`config.mk`:
```
export PLATFORM = sky130hd
export DESIGN_NAME = seq_multiplier
export DESIGN_NICKNAME = d
export VERILOG_FILES = /design/src/rtl/calc_pkg.sv /design/src/rtl/mul_step.sv /design/src/rtl/seq_multiplier.sv
export SDC_FILE = /design/constraint.sdc
export NUM_CORES = 1
export LEC_CHECK = 0
export CAP_MARGIN = 20
export CORE_MARGIN = 2
export CORE_UTILIZATION = 55
export CTS_BUF_LIST = sky130_fd_sc_hd__clkbuf_2
export DETAILED_ROUTE_END_ITERATION = 6
export GPL_TIMING_DRIVEN = 1
export PLACE_DENSITY = 0.87
export SYNTH_ARGS = -nofsm -noshare
export SYNTH_HDL_FRONTEND = slang
export SYNTH_SLANG_ARGS = --single-unit
```
`constraint.sdc`:
```
create_clock -name clk -period 4.75 [get_ports clk]
set_clock_uncertainty 0.15 [all_clocks]
set_input_delay 0.95 -clock clk [delete_from_list [all_inputs] [get_ports clk]]
set_output_delay 0.95 -clock clk [all_outputs]
set_load 0.02 [all_outputs]
```
`src/rtl/calc_pkg.sv`:
```
// Shared calculator datapath definitions: operand width, multiplier FSM states and counter sizing.
package calc_pkg;

  localparam int unsigned CALC_WIDTH = 7;
  localparam int unsigned CALC_CNT_W = $clog2(CALC_WIDTH);

  typedef enum logic [1:0] {
    MUL_IDLE = 2'd0,
    MUL_RUN  = 2'd1,
    MUL_DONE = 2'd2
  } mul_state_t;

endpackage

```
`src/rtl/mul_step.sv`:
```
// One shift-and-add iteration: conditionally add the shifted multiplicand into the accumulator.
module mul_step
  import calc_pkg::*;
#(
  parameter int unsigned ProdW = 2 * CALC_WIDTH
) (
  input  logic [ProdW-1:0] acc_i,
  input  logic [ProdW-1:0] mcand_i,
  input  logic             mplier_lsb_i,
  output logic [ProdW-1:0] acc_o
);

  always_comb begin
    acc_o = mplier_lsb_i ? (acc_i + mcand_i) : acc_i;
  end

endmodule

```
`src/rtl/seq_multiplier.sv`:
```
// Sequential shift-and-add unsigned multiplier with start/done handshake, WIDTH RUN cycles per op.
// Build option MUL_OVF_EN adds a registered ovf output flagging products wider than WIDTH bits.
module seq_multiplier
  import calc_pkg::*;
#(
  parameter int unsigned WIDTH = CALC_WIDTH
) (
  input  logic                 clk,
  input  logic                 rst_n,
  input  logic                 start,
  input  logic [WIDTH-1:0]     a,
  input  logic [WIDTH-1:0]     b,
  output logic                 busy,
  output logic                 done,
  output logic [2*WIDTH-1:0]   product
`ifdef MUL_OVF_EN
  ,
  output logic                 ovf
`endif
);

  localparam int unsigned ProdW = 2 * WIDTH;
  localparam int unsigned CntW  = (WIDTH > 1) ? $clog2(WIDTH) : 1;
  localparam logic [CntW-1:0] CntLast = CntW'(WIDTH - 1);

  mul_state_t       state_q, state_d;
  logic [CntW-1:0]  cnt_q, cnt_d;
  logic [ProdW-1:0] acc_q, acc_d;
  logic [ProdW-1:0] mcand_q, mcand_d;
  logic [WIDTH-1:0] mplier_q, mplier_d;
  logic [ProdW-1:0] product_q, product_d;
  logic [ProdW-1:0] acc_step;
`ifdef MUL_OVF_EN
  logic             ovf_q, ovf_d;
`endif

  mul_step #(
    .ProdW (ProdW)
  ) u_mul_step (
    .acc_i        (acc_q),
    .mcand_i      (mcand_q),
    .mplier_lsb_i (mplier_q[0]),
    .acc_o        (acc_step)
  );

  always_comb begin
    state_d   = state_q;
    cnt_d     = cnt_q;
    acc_d     = acc_q;
    mcand_d   = mcand_q;
    mplier_d  = mplier_q;
    product_d = product_q;
`ifdef MUL_OVF_EN
    ovf_d     = ovf_q;
`endif
    unique case (state_q)
      MUL_IDLE, MUL_DONE: begin
        if (start) begin
          mcand_d  = {{WIDTH{1'b0}}, a};
          mplier_d = b;
          acc_d    = '0;
          cnt_d    = '0;
          state_d  = MUL_RUN;
        end else if (state_q == MUL_DONE) begin
          state_d = MUL_IDLE;
        end
      end
      MUL_RUN: begin
        // start is deliberately ignored here; operands stay as latched.
        acc_d    = acc_step;
        mcand_d  = mcand_q << 1;
        mplier_d = mplier_q >> 1;
        cnt_d    = cnt_q + CntW'(1);
        if (cnt_q == CntLast) begin
          product_d = acc_step;
`ifdef MUL_OVF_EN
          ovf_d     = |acc_step[ProdW-1:WIDTH];
`endif
          state_d   = MUL_DONE;
        end
      end
      default: state_d = MUL_IDLE;
    endcase
  end

  always_ff @(posedge clk or negedge rst_n) begin
    if (!rst_n) begin
      state_q   <= MUL_IDLE;
      cnt_q     <= '0;
      acc_q     <= '0;
      mcand_q   <= '0;
      mplier_q  <= '0;
      product_q <= '0;
`ifdef MUL_OVF_EN
      ovf_q     <= 1'b0;
`endif
    end else begin
      state_q   <= state_d;
      cnt_q     <= cnt_d;
      acc_q     <= acc_d;
      mcand_q   <= mcand_d;
      mplier_q  <= mplier_d;
      product_q <= product_d;
`ifdef MUL_OVF_EN
      ovf_q     <= ovf_d;
`endif
    end
  end

  assign busy    = (state_q == MUL_RUN);
  assign done    = (state_q == MUL_DONE);
  assign product = product_q;
`ifdef MUL_OVF_EN
  assign ovf     = ovf_q;
`endif

endmodule

```
== Word level (Yosys, flattened, before mapping) ==
Cells that the tools add are included.

* Add/sub/neg operators: 2
* Eq/ne operators: 6
* Muxes and demuxes: 13
* Reduce and logical (&&, ||, !) cells: 6

{| class="wikitable"
|+ Operator list
! kind !! number
|-
| $pmux 14 s2 || 2
|-
| $mux 14 || 3
|-
| $add 14x14->14 || 1
|-
| $pmux 7 s2 || 1
|-
| $mux 7 || 1
|-
| $mux 2 || 3
|-
| $pmux 3 s2 || 1
|-
| $reduce_and 2->1 || 3
|-
| $pmux 2 s2 || 1
|-
| $add 3x1->3 const B || 1
|-
| $eq 3x3->1 const B || 1
|-
| $mux 3 || 1
|-
| $ne 3x3->1 const B || 1
|-
| $eq 2x1->1 const B || 1
|-
| $eq 2x2->1 const B || 1
|-
| $logic_not 2->1 || 1
|-
| $ne 2x1->1 const B || 1
|-
| $ne 2x2->1 const B || 1
|-
| $reduce_bool 2->1 || 1
|-
| $reduce_or 2->1 || 1
|}

* Flip-flop bits (word level): 54
* Output and inout bits: 16

== Logic depth before layout (Yosys ltp) ==
Gate-level depths: netlist of the first run.

* Word-level depth: 4
* Gate-level depth with buffers: 10

== Hierarchy ==
From an unflattened synthesis of the first run, not the netlist that was laid out.

* Cells, all modules: 274
* Area, all modules: 3134.3 µm²

{| class="wikitable"
|+ Modules (own cells, without submodules)
! module !! times used !! cells an instance !! area each (µm²) !! seq. area each (µm²)
|-
| seq_multiplier || 1 || 178 || 2349.8 || 1351.3
|-
| mul_step || 1 || 96 || 784.5 || 0.0
|}

== Worst setup path after synthesis of the first run ==
OpenSTA, ideal clock, no wires.

* Kind: reg2reg
* Start: register acc_q[3]
* End: register product_q[13], in the netlist product[13]
* Setup time: 131 ps
* Arrival: 2034 ps
* Setup slack: 2436 ps
* Cell stages (with the launch flop): 9
* Path buffers: 0
* Clock period less this slack: 2314 ps
* Cell sequence: dfrtp_1 -> ha_1 -> a21oi_2 -> nor2b_1 -> or3_1 -> a221oi_2 -> mux2i_1 -> xnor2_1 -> o21ai_1

* Longest elaborated chain between the ends: 2

{| class="wikitable"
|+ Ends and longest elaborated chain
! element !! line !! text
|-
| start: declaration || seq_multiplier.sv:28 || <nowiki>logic [ProdW-1:0] acc_q, acc_d;</nowiki>
|-
| start signal: assignment || seq_multiplier.sv:90 || <nowiki>acc_q <= '0;</nowiki>
|-
| start signal: assignment || seq_multiplier.sv:100 || <nowiki>acc_q <= acc_d;</nowiki>
|-
| $add 14x14->14 || mul_step.sv:14 || <nowiki>acc_o = mplier_lsb_i ? (acc_i + mcand_i) : acc_i;</nowiki>
|-
| $mux 14 || mul_step.sv:14 ||
|-
| end signal: assignment || seq_multiplier.sv:103 || <nowiki>product_q <= product_d;</nowiki>
|-
| end: declaration || seq_multiplier.sv:31 || <nowiki>logic [ProdW-1:0] product_q, product_d;</nowiki>
|}

No other way between the ends.
A chain may end at the register's enable or synchronous reset.

== Final worst setup path of the first run ==
* Start: register state_q[1]
* End: output busy

* Longest elaborated chain between the ends: 1

{| class="wikitable"
|+ Ends and longest elaborated chain
! element !! line !! text
|-
| start: declaration || seq_multiplier.sv:26 || <nowiki>mul_state_t state_q, state_d;</nowiki>
|-
| start signal: assignment || seq_multiplier.sv:98 || <nowiki>state_q <= state_d;</nowiki>
|-
| $eq 2x1->1 || seq_multiplier.sv:110 || <nowiki>assign busy = (state_q == MUL_RUN);</nowiki>
|-
| end: declaration || seq_multiplier.sv:13 || <nowiki>output logic busy,</nowiki>
|}

No other way between the ends.

==> out/results.md, run 1 <==
## Outcome
* **outcome** complete, no violations

## Synthesis
* **area share of fa/ha/maj cells after synthesis** 7.05%
* **most instantiated library cell after synthesis** sky130_fd_sc_hd__dfrtp_1
* **number of library cell types mapped by synthesis** 44
* **number of cells produced by synthesis** 316
* **leading cell types by count after synthesis** sky130_fd_sc_hd__dfrtp_1, sky130_fd_sc_hd__nand2_1, sky130_fd_sc_hd__nor2_1
* **fraction of synthesized area in multiplexers** 2.72%
* **fraction of the yosys area taken by sequential cells** 45.9%
* **Mapped Nets** 349
* **Post-Synth Simple-Gate Area** 17.1%
* **dominant register cell in the synthesized netlist** sky130_fd_sc_hd__dfrtp_1
* **share of Yosys cell area claimed by the top area cell type** 45.9%
* **main combinational cell family by area after synthesis** compound AO/OA/AOI/OAI gates
* **synthesized cell area** 2950 µm²
* **mean post-synth cell area** 9.32 µm²
* **cell types with the largest area share after synthesis** sky130_fd_sc_hd__dfrtp_1, sky130_fd_sc_hd__nand2_1, sky130_fd_sc_hd__ha_1, sky130_fd_sc_hd__a21oi_1, sky130_fd_sc_hd__o21ai_0
* **XOR/XNOR share of the synthesized area** 2.97%
* **share of synthesized registers carrying an async set or reset** 100%
* **fraction of the mapped netlist area in compound gates** 20.5%
* **cell taking the most area after synthesis** sky130_fd_sc_hd__dfrtp_1
* **number of enable-type register cells in the synthesized netlist** 0
* **synthesis-stage register bit count** 54
* **Yosys warning total** 0

## Floorplanning
* **area inside the core boundary** 5140 µm²
* **initial core utilization** 57.3%
* **x dimension of the die** 77.2 µm
* **placement row count** 26
* **Die ar.** 5960 µm²
* **num ports** 33
* **floorplan die height** 77.2 µm

## Worst hold path
* **Worst Hold Launch** product[3]
* **capture endpoint of the worst hold path** product[3]
* **Hold Path Class** register to register
* **worst hold path depth** 2

## CTS
* **Hold-fix buffers, CTS** 0
* **clock-pin slew reported for the worst setup and hold paths after clock tree synthesis** 250 ps
* **root buffer selected by CTS** sky130_fd_sc_hd__clkbuf_2
* **number of gates resized after CTS** 0
* **CTS tree** yes
* **CTS H-Tree Depth** 2
* **Post CTS Setup Buffer Count** 0
* **# clock sinks** 54
* **clock latency of the later-clocked register in the worst-skew pair** 430 ps
* **Bufs on Longest Clock Path** 2
* **TritonCTS Buffers** 5

## Place
* **global placer's final weighted congestion** 0.834
* **port bufs** 32
* **post-detailed-placement half-perimeter wirelength** 4100 µm

## Final layout
* **fin util** 64.7%
* **final net count** 373
* **layout filler cell count** 456
* **antenna diode instance count** 0
* **area added between synthesis and finish** 12.9%
* **proportion of layout cells with a drive suffix above 1** 6.74%

## Detailed routing
* **detailed-route wire length per cell** 14.7 µm
* **total vias in the final route** 2374
* **total detailed-routing wirelength** 6050 µm
* **detail-routed via count per cell** 5.78
* **DRC violations left** 0
* **number of nets with antenna violations after routing** 0
* **length of the first detailed-routing pass in iterations** 4
* **iteration-0 DRC count of the detailed router** 127

## Timing
* **Slew Viols, Final** 0
* **part of the cycle the worst path needs** 78.2%
* **endpoints failing setup** 0
* **Achievable Freq** 269 MHz
* **clock period minus final worst setup slack** 3720 ps
* **number of hold violations in the final report** 0
* **setup repair after global routing missed its margin** no
* **Setup TNS Final** 0 ps
* **headroom to the max-slew limit** 30.0%
* **Worst Max-Slew Pin Slew** 1050 ps

## Critical path
* **worst-case register-to-register setup slack** 1620 ps
* **kind of end point of the critical path** output pin
* **type of the worst setup path** register to output pin
* **critical path arrival** 2620 ps
* **startpoint of the lowest-slack register-to-register path** state_q[1]
* **Critical Path Start Type** register
* **R2R Path End** product[8]
* **Worst Path Required** 3650 ps
* **Worst Path Max Fanout** 28
* **depth of the worst register-to-register path** 7

## GRT
* **total gr overflow** 0
* **wire length of the first global-routing pass** 10300 µm
* **largest net degree at the start of global routing** 55
* **antenna violations before repair** 0
* **Global Route Usage Sum** 21.4%
* **number of global-route vias before repair** 2155

## Power and ir drop
* **Leak Pwr** 1.53 nW
* **Pwr Density** 762 nW/µm²
* **worst voltage drop across the vdd grid** 442 µV

## Run
* **max_cap viols** 0

-- routing by layer --
metal	up-vias	GRT usage, %	part of all wire (%)
li1	1164	-	-
met1	1124	31.1	47
met2	80	33.5	47
met3	6	3.76	5.9
met4	0	5.00	0.56
met5	-	0	0
-- cell usage in the layout, fill, tap and decap left out, drive strengths merged, types with 3 or more instances in the layout --
| cell | count |
|---|---|
| o21a | 8 |
| nor2b | 6 |
| a21oi | 21 |
| a22o | 9 |
| nand2b | 5 |
| clkinv | 3 |
| and3 | 7 |
| buf | 3 |
| o21ai | 21 |
| a31o | 6 |
| nor3 | 4 |
| inv | 8 |
| ha | 15 |
| nand2 | 52 |
| nand3 | 11 |
| xnor2 | 6 |
| a21o | 4 |
| a31oi | 10 |
| dfrtp | 54 |
| mux2i | 8 |
| clkdlybuf4s50 | 31 |
| xor2 | 4 |
| clkbuf | 6 |
| nor2 | 23 |
-- cell type report --
cell class | instances | area [µm²] | area share, %
multi-input combinational | 236 | 1480 | 44.6
sequential | 54 | 1350 | 40.6
timing repair buffer | 34 | 330 | 9.94
tap | 70 | 87.6 | 2.63
inverter | 9 | 33.8 | 1.02
clock buffer | 6 | 30.0 | 0.903
clock inverter | 2 | 8.76 | 0.263
-- worst max-delay path: stages, from the launching register on --
cell and delay, ps:
sky130_fd_sc_hd__dfrtp_1 430, sky130_fd_sc_hd__nand2b_1 480, sky130_fd_sc_hd__inv_2 580, sky130_fd_sc_hd__clkdlybuf4s50_1 710
-- per-stage QoR --
stage	worst slack, ps	cell area, µm²	power, mW	instances	hold WS, ps
final	1030	3320	2.53	411	365
after global routing	832	3320	2.76	411	408
after CTS	1030	3320	2.53	411	370
after detailed placement	1560	3290	2.35	403	321
after global placement	1570	3290	2.30	403	312
after floorplan	2440	2950	1.98	316	300
-- worst max path at each step --
stage	end	from	depth (start not counted)
global route	busy	state_q[1]	3
detailed placement	busy	state_q[1]	3
CTS	busy	state_q[1]	3
floorplan	product[13]	acc_q[3]	8
finish	busy	state_q[1]	3
global placement	busy	state_q[1]	3
-- sequential cells by signal, indices dropped and copies added (netlist names) --
register  count
mcand_q      14
mplier_q      7
cnt_q         3
acc_q        14
state_q       2
product      14
-- where the power goes --
group	total (mW)	internal, mW	switching, mW
clock network	0.174	0.0362	0.138
logic	1.50	0.663	0.835
registers	0.860	0.672	0.189
total	2.53	1.37	1.16
-- kinds of logic (layout without fill, tap and decap cells) --
kind of cell,count (synthesis),in the layout
adder cells (fa/ha/maj),16,16
buffers and inverters,26,51
AO/OA/AOI/OAI,90,90
AND/OR/NAND/NOR,112,112
XOR/XNOR,10,10
flip-flops,54,54
multiplexers,8,8
(Power assumes the default switching activity.)
==> run 2: changes to the inputs <==
CORE_UTILIZATION = 53   (was 55)
PLACE_DENSITY = 0.88   (was 0.87)
clock period = 3 ns   (was 4.75 ns; I/O delays follow)
==> run 2 against run 1 <==
  * Sequential share of layout area decreased by 0.91 points
  * Clock-buffer cell count is the same
  * First-iteration DRC count is 100% higher
  * Critical path depth unchanged
  * Critical path type unchanged
==> out/results.md, run 2 (same netlist as run 1, synthesis figures left out) <==
## GRT
* **wire length of the first global-routing pass** 11300 µm, +9.8%
* **largest net degree at the start of global routing** 30, -45%
* **antenna violations before repair** 0, unchanged
* **total gr overflow** 0, unchanged
* **Global Route Usage Sum** 23.3%, +1.9 points
* **number of global-route vias before repair** 2392, +11%

## Critical path
* **worst-case register-to-register setup slack** 410 ps, -1210 ps
* **type of the worst setup path** register to output pin
* **startpoint of the lowest-slack register-to-register path** acc_q[1]
* **depth of the worst register-to-register path** 8, +1
* **Worst path top cell family by delay** buffers and inverters
* **crit path cell chain** nand2b_1 > inv_2 > clkdlybuf4s50_1
* **peak per-stage delay on the critical path** 670 ps, -40 ps
* **Worst Path Required** 2250 ps, -1400 ps
* **kind of end point of the critical path** output pin
* **critical path arrival** 1940 ps, -680 ps
* **Critical Path Start Type** register
* **Worst Path Max Fanout** 15, -46%
* **R2R Path End** product[9]
* **worst path buffer plus inverter count** 2, unchanged
* **master of the slowest instance on the critical path** sky130_fd_sc_hd__clkdlybuf4s50_1

## CTS
* **TritonCTS Buffers** 5, unchanged
* **# clock sinks** 54, unchanged
* **clock-pin slew reported for the worst setup and hold paths after clock tree synthesis** 250 ps, about the same
* **CTS H-Tree Depth** 2, unchanged
* **Bufs on Longest Clock Path** 2, unchanged
* **clock latency of the later-clocked register in the worst-skew pair** 450 ps, +20 ps
* **root buffer selected by CTS** sky130_fd_sc_hd__clkbuf_2
* **CTS tree** yes

## Timing
* **headroom to the max-slew limit** 60.4%, +30 points
* **Slew Viols, Final** 0, unchanged
* **Worst Max-Slew Pin Slew** 593 ps, -452 ps
* **Setup TNS Final** 0 ps, unchanged
* **clock period minus final worst setup slack** 2690 ps
* **number of hold violations in the final report** 0, unchanged
* **part of the cycle the worst path needs** 89.7%
* **setup repair after global routing missed its margin** no
* **Achievable Freq** 372 MHz
* **endpoints failing setup** 0, unchanged

## Power and ir drop
* **Pwr Density** 1200 nW/µm², +58%
* **Leak Pwr** 1.57 nW, +2.3%
* **overall power of the completed layout** 4.09 mW, +61%
* **worst voltage drop across the vdd grid** 622 µV, +41%

## Detailed routing
* **total detailed-routing wirelength** 6380 µm, +5.4%
* **number of nets with antenna violations after routing** 0, unchanged
* **detail-routed via count per cell** 5.68, -1.7%
* **total vias in the final route** 2384, +0.42%
* **length of the first detailed-routing pass in iterations** 4, unchanged
* **DRC violations left** 0, unchanged
* **iteration-0 DRC count of the detailed router** 260, +100%
* **detailed-route wire length per cell** 15.2 µm, +3.2%

## Floorplanning
* **placement row count** 27, +3.8%
* **num ports** 33, unchanged
* **x dimension of the die** 78.5 µm, +1.8%
* **area inside the core boundary** 5440 µm², +5.8%
* **initial core utilization** 54.2%, -3.2 points
* **Die ar.** 6170 µm², +3.6%
* **floorplan die height** 78.5 µm, +1.8%

## Final layout
* **final net count** 381, +2.1%
* **commonest cells after routing, fill and taps aside** sky130_fd_sc_hd__dfrtp_1, sky130_fd_sc_hd__nand2_1, sky130_fd_sc_hd__clkdlybuf4s50_1
* **proportion of layout cells with a drive suffix above 1** 8.62%, +1.9 points
* **post-layout instance area** 3400 µm², +2.3%
* **area added between synthesis and finish** 15.5%
* **antenna diode instance count** 0, unchanged
* **most common cell after layout, fill and taps aside** sky130_fd_sc_hd__dfrtp_1
* **layout filler cell count** 459, +0.66%
* **final non-filler cell total** 420, +2.2%

## Worst hold path
* **Hold Path Class** register to register
* **worst hold path depth** 2, unchanged
* **capture endpoint of the worst hold path** product[4]
* **Worst Hold Launch** product[4]

## Place
* **placed instance area** 3350 µm², +1.8%
* **port bufs** 32, unchanged
* **global placer's final weighted congestion** 0.923, +11%
* **placed insts** 411, +2.0%
* **post-detailed-placement half-perimeter wirelength** 4620 µm, +13%

## Outcome
* **outcome** complete, no violations

## Run
* **max_cap viols** 0, unchanged

run 2: where the power goes:
group,leakage (nW),internal [mW],switching (mW)
registers,0.669,1.06,0.257
logic,0.876,1.10,1.39
clock network,0.0251,0.0562,0.228
run 2: worst max-delay path by stage:
| stage | startpoint | end | slack, ps | cells after the start |
|---|---|---|---|---|
| after global placement | acc_q[1] | product[9] | 460 | 8 |
| after global routing | state_q[1] | busy | 210 | 3 |
| after floorplan | acc_q[3] | product[13] | 690 | 8 |
| final | state_q[1] | busy | 310 | 3 |
| after detailed placement | acc_q[3] | acc_q[13] | 510 | 8 |
| after CTS | state_q[1] | busy | 300 | 3 |
run 2: cell type report:
class	count	area [µm²]	area share (%)
clock inverters	1	7.51	0.221
inverters	9	33.8	0.993
multi-input cells	236	1480	43.6
well taps	72	90.1	2.65
flip-flops and latches	54	1350	39.7
repair buffers	42	405	11.9
clock buffers	6	30.0	0.883
run 2: stage by stage:
stage               hold slack, ps  util [%]  setup slack, ps
finish                         363      62.5              309
global route                   403      62.5              212
CTS                            369      62.4              303
detailed placement             319      61.5              505
global placement               310      61.5              456
floorplan                      154         -              686
run 2: what timing repair did:
action                                 CTS  global route
hold buffers                             1             0
resized for setup                        0             0
buffers inserted                         0             0
endpoints found under the hold margin   25             0
run 2: layer usage:
metal	track usage, %	routed length, µm	up-vias
met2	36.8	3000	49
li1	-	-	1180
met4	8.07	102	0
met5	0	0	-
met3	3.91	230	9
met1	32.5	3040	1146
run 2: tightest hold or removal path: cells and delay by family, from the launching register on:
family           cells  cell delay, ps
flip-flops           1             400
AO/OA/AOI/OAI        1              60
AND/OR/NAND/NOR      1              40
